<file path="src/rtl/arm32_flag_unit.sv">
// arm32_flag_unit: architectural NZCV holder, ARM condition-code evaluator,
// one-entry registered result toward writeback, and a saturating counter of
// condition-failed records.
//
// Handshake: a transfer happens on a rising edge where valid & ready are both
// high. The producer holds valid and its payload until that edge. Ready never
// depends on valid. Here in_ready = ~out_valid | out_ready, so a full result
// register that drains in a cycle can take a new record in the same cycle.
module arm32_flag_unit #(
  parameter int SKIP_CNT_W = 16
) (
  input  logic                  clk,
  input  logic                  rst_n,
  input  logic                  in_valid,
  output logic                  in_ready,
  input  logic [3:0]            in_cond,
  input  logic                  in_set_flags,
  input  logic                  in_n,
  input  logic                  in_z,
  input  logic                  in_c,
  input  logic                  in_v,
  input  logic                  wr_en,
  input  logic [3:0]            wr_nzcv,
  output logic                  out_valid,
  input  logic                  out_ready,
  output logic                  out_pass,
  output logic [3:0]            nzcv,
  output logic                  c_flag,
  output logic [SKIP_CNT_W-1:0] skip_cnt,
  input  logic                  skip_clr
);

  logic accept;
  logic cond_pass;
  logic flag_n, flag_z, flag_c, flag_v;

  assign flag_n = nzcv[3];
  assign flag_z = nzcv[2];
  assign flag_c = nzcv[1];
  assign flag_v = nzcv[0];

  assign in_ready = ~out_valid | out_ready;
  assign accept   = in_valid & in_ready;
  assign c_flag   = nzcv[1];

  // Condition check against the flags held before this record's update.
  always_comb begin
    cond_pass = 1'b0;
    case (in_cond)
      4'h0: cond_pass = flag_z;
      4'h1: cond_pass = ~flag_z;
      4'h2: cond_pass = flag_c;
      4'h3: cond_pass = ~flag_c;
      4'h4: cond_pass = flag_n;
      4'h5: cond_pass = ~flag_n;
      4'h6: cond_pass = flag_v;
      4'h7: cond_pass = ~flag_v;
      4'h8: cond_pass = flag_c & ~flag_z;
      4'h9: cond_pass = ~flag_c | flag_z;
      4'hA: cond_pass = (flag_n == flag_v);
      4'hB: cond_pass = (flag_n != flag_v);
      4'hC: cond_pass = ~flag_z & (flag_n == flag_v);
      4'hD: cond_pass = flag_z | (flag_n != flag_v);
      4'hE: cond_pass = 1'b1;
      default: cond_pass = 1'b0;
    endcase
  end

  // Result register: load on accept, drain when consumed without refill.
  always_ff @(posedge clk or negedge rst_n) begin
    if (!rst_n) begin
      out_valid <= 1'b0;
      out_pass  <= 1'b0;
    end else if (accept) begin
      out_valid <= 1'b1;
      out_pass  <= cond_pass;
    end else if (out_ready) begin
      out_valid <= 1'b0;
    end
  end

  // Flag register: direct write wins over a record's flag update.
  always_ff @(posedge clk or negedge rst_n) begin
    if (!rst_n) begin
      nzcv <= 4'b0000;
    end else if (wr_en) begin
      nzcv <= wr_nzcv;
    end else if (accept && cond_pass && in_set_flags) begin
      nzcv <= {in_n, in_z, in_c, in_v};
    end
  end

  // Skipped-record counter: clear wins, increment saturates at all-ones.
  always_ff @(posedge clk or negedge rst_n) begin
    if (!rst_n) begin
      skip_cnt <= '0;
    end else if (skip_clr) begin
      skip_cnt <= '0;
    end else if (accept && !cond_pass && (skip_cnt != {SKIP_CNT_W{1'b1}})) begin
      skip_cnt <= skip_cnt + 1'b1;
    end
  end

endmodule
</file>
<file path="config.mk">
export PLATFORM = sky130hd
export DESIGN_NAME = arm32_flag_unit
export DESIGN_NICKNAME = d
export VERILOG_FILES = /design/src/rtl/arm32_flag_unit.sv
export SDC_FILE = /design/constraint.sdc
export NUM_CORES = 1
export LEC_CHECK = 0
export ABC_AREA = 0
export CAP_MARGIN = 20
export CORE_ASPECT_RATIO = 0.7
export CORE_MARGIN = 5
export CORE_UTILIZATION = 47
export DETAILED_ROUTE_END_ITERATION = 6
export GPL_TIMING_DRIVEN = 0
export PLACE_DENSITY = 0.78
export SLEW_MARGIN = 25
export SYNTH_ARGS = -nofsm -noshare
export SYNTH_HDL_FRONTEND = slang
export SYNTH_SLANG_ARGS = --single-unit
export TNS_END_PERCENT = 20
</file>
<file path="constraint.sdc">
create_clock -name clk -period 2.7 [get_ports clk]
set_input_delay 0.27 -clock clk [delete_from_list [all_inputs] [get_ports clk]]
set_output_delay 0.27 -clock clk [all_outputs]
set_load 0.05 [all_outputs]
</file>
Yosys cells after proc, flatten, opt, wreduce, memory -nomap -nowiden. Cells that the tools add are included.

Word-level logic and storage cells: 49. Register bits: 22. Bits of input ports: 19.

Bitwise operators: 11. Reductions and logical operators: 9. Add/subtract/negate cells: 1. Equality and inequality tests: 17. Mux-type cells: 7.

Operators with widths (number): 2-to-1 mux 16 bit (2); equality test 4 bit (second input constant) (7); adder 16 x 1 -> 16 bit (second input constant) (1); equality test 4 x 3 -> 1 bit (second input constant) (4); != test 16 bit (second input constant) (1); case mux 1 bit (15 select lines) (1); equality test 4 x 2 -> 1 bit (second input constant) (2); 2-to-1 mux 4 bit (2); nonzero test 2 bit (3); inverter 1 bit (5); equality test 4 x 1 -> 1 bit (second input constant) (1); logical AND 1 bit (4); zero test 4 bit (1); bitwise AND 1 bit (3); bitwise OR 1 bit (3); 2-to-1 mux 1 bit (2); equality test 1 bit (1); zero test 1 bit (1); != test 1 bit (1).

Longest topological paths before layout.
Word-level depth: 8. Gate-level depth with buffers: 9. Depth with buffers taken out: 7.

Worst setup path after synthesis. OpenSTA, ideal clock, no wires.

Kind: reg2reg. Start: register skip_cnt[0]. End: register skip_cnt[8]. Library setup time: 0.078 ns. Arrival: 2.482 ns. Required time: 2.622 ns. Cell stages (with the launch flop): 8. Clock period less this slack: 2.560 ns. Slack: 0.140 ns. Path through: dfrtp_1 -> ha_1 -> nand3_2 -> or2_1 -> buf_6 -> or4_1 -> or4b_1 -> a21oi_1.

Longest elaborated chain between the ends: 3. Elaborated cells between the ends (all ways): 6. Those cells by class: add/sub (1); eq/ne (1); mux (2); reduce/logical (2).

RTL lines: start, declared (line 29) `output logic [SKIP_CNT_W-1:0] skip_cnt,`; start signal, assigned (line 100) `skip_cnt <= skip_cnt + 1'b1;`; adder 16 x 1 -> 16 bit or != test 16 bit (tied branches) (line 100, 99); 2-to-1 mux 16 bit or logical AND 1 bit (tied branches) (line 99) `end else if (accept && !cond_pass && (skip_cnt != {SKIP_CNT_W{1'b1}})) begin`; 2-to-1 mux 16 bit or nonzero test 2 bit (tied branches).

Several ways; a longest one is shown, not always the timed one. The select of a mux whose other input is x is not followed. A chain may end at the register's enable or synchronous reset.

Worst setup path after layout.
Start: register nzcv[3]. End: register nzcv[1].

Longest elaborated chain between the ends: 6. Elaborated cells between the ends (all ways): 9. Those cells by class: eq/ne (2); mux (1); bitwise (3); reduce/logical (3).

RTL lines: start, declared (line 27) `output logic [3:0] nzcv,`; start signal, assigned (line 87) `nzcv <= wr_nzcv;`; start signal, assigned (line 89) `nzcv <= {in_n, in_z, in_c, in_v};`; != test 1 bit or equality test 1 bit (tied branches); bitwise OR 1 bit or bitwise AND 1 bit (tied branches) (line 63, 62); case mux 1 bit (15 select lines) (*) (line 49) `case (in_cond)`; logical AND 1 bit (*) (2 in series) (line 88) `end else if (accept && cond_pass && in_set_flags) begin`; nonzero test 2 bit (no line) (*).

Every way passes the cells marked *; elsewhere a longest branch is shown, timed or not.

==> qor.log <==
qor: route.met3_wire_length 300 um
qor: power_and_ir_drop.seq_power_share 45.4%
qor: clocking.cts.clk_slew.worst_paths 0.08 ns
qor: route.dr.pass1.iters 4
qor: route.detail_route.iter0.violations 136
qor: worst_setup_path.crit_type reg2reg
qor: cells_and_area.layout_commonest_cell clkdlybuf4s50_1
qor: global_routing.grt_antenna_before_repair 0
qor: route.num_vias 1361
qor: sta.report.final.hold_viol_count 22
qor: synth.multiplexer_fraction_of_the_synthesized_cell_area 12.1%
qor: cells_and_area.diodes 0
qor: synth.synth_area_per_cell 9.53 um2
qor: die.fp.dieH 56.2 um
qor: power_and_ir_drop.power.switching_fraction 31.8%
qor: clocking.clock-root-buffer clkbuf_8
qor: job.timing.max_cap.violations 0
qor: route.top_layer_used met4
qor: synth.synth_largest_type_area_fraction 38.5%
qor: worst_setup_path.worstPathCellList xnor2_1, a311o_2, mux2_4, o22ai_2, mux2_1, mux2_2
qor: clocking.clock_tree.buffer_depth 2
qor: clocking.clk_latency 0.27 ns
qor: worst_setup_path.start_kind flop
qor: clocking.cts_tree built
qor: synth.area_contributors_post_synth dfrtp_1, mux2_2, a21oi_1
qor: route.remaining_drc_errors 0
qor: synth.simple_gate_share_of_the_synthesized_area 25.2%
qor: route.wl_met2 1710 um
qor: route.ant_nets 0
qor: synth.synth_adder_area_share 0.875%
qor: synth.synth_enable_flop_cells 0
qor: cells_and_area.drive_gt1_share 13.3%
qor: synth.synth.largest_area_cell dfrtp_1
qor: clocking.cts-htree-levels 1
qor: place.detailed_place_hpwl 2950 um
qor: route.routed_wl 3790 um
qor: sta.finClkSkew 0.00585 ns
qor: route.vias_per_cell 5.89
qor: die.initial_core_util 50.0%
qor: synth.synth-main-ff-cell dfrtp_1
qor: power_and_ir_drop.share_clk_of_total_power 26.0%
qor: synth.share_of_flip_flops_with_an_asynchronous_set_or_reset 100%
qor: worst_setup_path.rrSetupSlack 0.29 ns
qor: die.design.die.area 0.00426 mm2
qor: worst_hold_path.timing.hold.worst.class in2async
qor: sta.actual_transition_at_the_worst_max_transition_pin 0.511 ns
qor: synth.synth_seq_cells 22
qor: power_and_ir_drop.net-switching-power 253 uW
qor: synth.yosysWarningCount 0
qor: power_and_ir_drop.worst_ir_drop_vdd 0.000218 V
qor: worst_setup_path.reg2reg_depth 6
qor: cells_and_area.mostFrequentLayoutCells clkdlybuf4s50_1, dfrtp_1, a21oi_1, nand2_1, or4_1
qor: power_and_ir_drop.power_density 411 mW/mm2
qor: cells_and_area.syn2layout_area_growth 35.2%
qor: synth.post_synth_inst_count 150
qor: global_routing.grt_total_usage 18.3%
qor: die.coreArea 0.00286 mm2
qor: global_routing.maximum_number_of_pins_on_one_net_before_global_route_repair 23
qor: worst_setup_path.worst_r2r_endpoint nzcv[1]$_DFFE_PN0P_
qor: worst_setup_path.r2r-start nzcv[3]$_DFFE_PN0P_
qor: synth.netlist_area 0.00143 mm2
qor: global_routing.remaining_global_route_overflow 0
qor: worst_setup_path.crit_path_max_fanout 5
qor: worst_setup_path.timing.critical_path.to_type flop
qor: run_status.failed_checks hold timing
qor: route.detail_route.wl_per_cell 16.4 um
qor: clocking.cts_setup_buffers 0
qor: run_status.run_status finished with violations
qor: worst_setup_path.worstPathRequired 2.85 ns
qor: power_and_ir_drop.pwr-share-comb 28.7%
qor: place.gp_weighted_congestion 0.835
qor: sta.final.min_clock_period 2.41 ns
qor: power_and_ir_drop.power.leakage 0.000737 uW
qor: die.io_pins 43
qor: clocking.clock_sink_count 22
qor: global_routing.grt_first_pass_wirelength 6410 um
qor: route.metal1_wirelength 1730 um
qor: synth.synth-compound-area-share 16.0%
qor: sta.worst_hold_slack -0.0430 ns
qor: worst_setup_path.critical-path-slowest-cell dfrtp_1
qor: synth.yosys.area_share.xor_xnor 1.84%
qor: die.dieWidth 75.9 um
qor: cells_and_area.final_nets 217
qor: synth.synth_top_family_by_area simple AND/OR/NAND/NOR gates
qor: sta.drv_slew 0
qor: worst_setup_path.worst_path_largest_cell_delay 0.45 ns
qor: sta.rsz0062_at_grt false
qor: place.port_buffers 42
qor: sta.fin_setup_tns 0 ns
qor: sta.fmax 414 MHz
qor: power_and_ir_drop.intPower 541 uW
qor: worst_setup_path.worstPathArrival 2.57 ns
qor: worst_setup_path.count_of_buffer_and_inverter_cells_on_the_critical_path 0
qor: clocking.tritoncts.num_buffers 3
qor: worst_setup_path.path_delay_family multiplexers
qor: synth.synth_sequential_area_ratio 38.5%
qor: die.rows 16
qor: sta.min_period_over_period 89.4%
qor: clocking.post_cts_hold_buffer_count 0
qor: sta.finalSetupViolCount 0
qor: global_routing.first_global_vias 1267
qor: sta.maxSlewHeadroom 65.8%
qor: synth.synth_fp_nets 170
qor: synth.ys_types 47
cell families (layout without fill, tap and decap cells):
logic type                 count (synthesis)  after routing
DFF                                       22             22
AOI/OAI and AO/OA                         33             33
xor gates and xnor gates                   3              3
muxes                                     15             15
buffers and inverters                     14             59
and+or+nand+nor                           62             62
adders and majority gates                  1              1
routing by layer:
metal  vias to the layer above  global-route usage [%]
met4                         0                    5.33
met5                         -                       0
met1                       647                    26.5
met3                         4                    4.21
li1                        654                       -
met2                        56                    26.8
worst max path at each step:
stage	to	start	cells past startpoint
after floorplan	skip_cnt[8]$_DFFE_PN0P_	skip_cnt[0]$_DFFE_PN0P_	7
after global placement	nzcv[0]$_DFFE_PN0P_	in_cond[2]	7
after detailed placement	nzcv[1]$_DFFE_PN0P_	in_cond[2]	7
after CTS	skip_cnt[1]$_DFFE_PN0P_	skip_cnt[0]$_DFFE_PN0P_	9
after global routing	skip_cnt[3]$_DFFE_PN0P_	skip_cnt[0]$_DFFE_PN0P_	9
final	nzcv[1]$_DFFE_PN0P_	nzcv[3]$_DFFE_PN0P_	6
registers in the layout (all words and copies together), names as in the netlist:
register and flops:
skip_cnt 16, nzcv 4, out_pass 1, out_valid 1
per-stage QoR:
step	util (%)	power, uW	area [um2]	std cells	worst slack [ns]
4_1_cts	67.7	799	1940	231	0.233
5_1_grt	67.5	825	1930	231	0.130
6_report	67.5	794	1930	231	0.287
2_1_floorplan	-	503	1430	150	0.140
3_3_place_gp	66.2	589	1900	228	0.0898
3_5_place_dp	66.2	595	1900	228	0.0384
power groups by stage:
stage / Combinational [uW] / Clock (uW) / Sequential (uW)
2_1_floorplan: 94.6 / 0 / 408
3_3_place_gp: 224 / 0 / 365
3_5_place_dp: 229 / 0 / 366
4_1_cts: 229 / 210 / 360
5_1_grt: 243 / 220 / 362
6_report: 228 / 206 / 360
timing repair:
item,in CTS,in global routing
resized for setup,0,2
endpoints found under the setup margin,0,5
endpoints found under the hold margin,0,0
final cells by class:
class	count	area, um2
Fill cell	215	930
Multi-Input combinational cell	114	801
Sequential cell	22	551
Timing Repair Buffer	42	415
Buffer	8	57.6
Tap cell	36	45.0
Clock buffer	3	41.3
Inverter	6	22.5
cells in the mapped netlist (all sizes together), types with 2 or more instances:
master	n
dfrtp	22
or2	2
nand2b	4
xnor2	2
buf	4
or4	8
o31ai	6
and3	2
nor3b	2
nor2	7
nor3	4
nand4	3
nor4	2
mux2	12
clkbuf	4
inv	6
a21oi	12
o211ai	2
nor2b	3
or3	2
nand2	11
nand3	6
o21ai	5
mux2i	3
(Power assumes the default switching activity.)
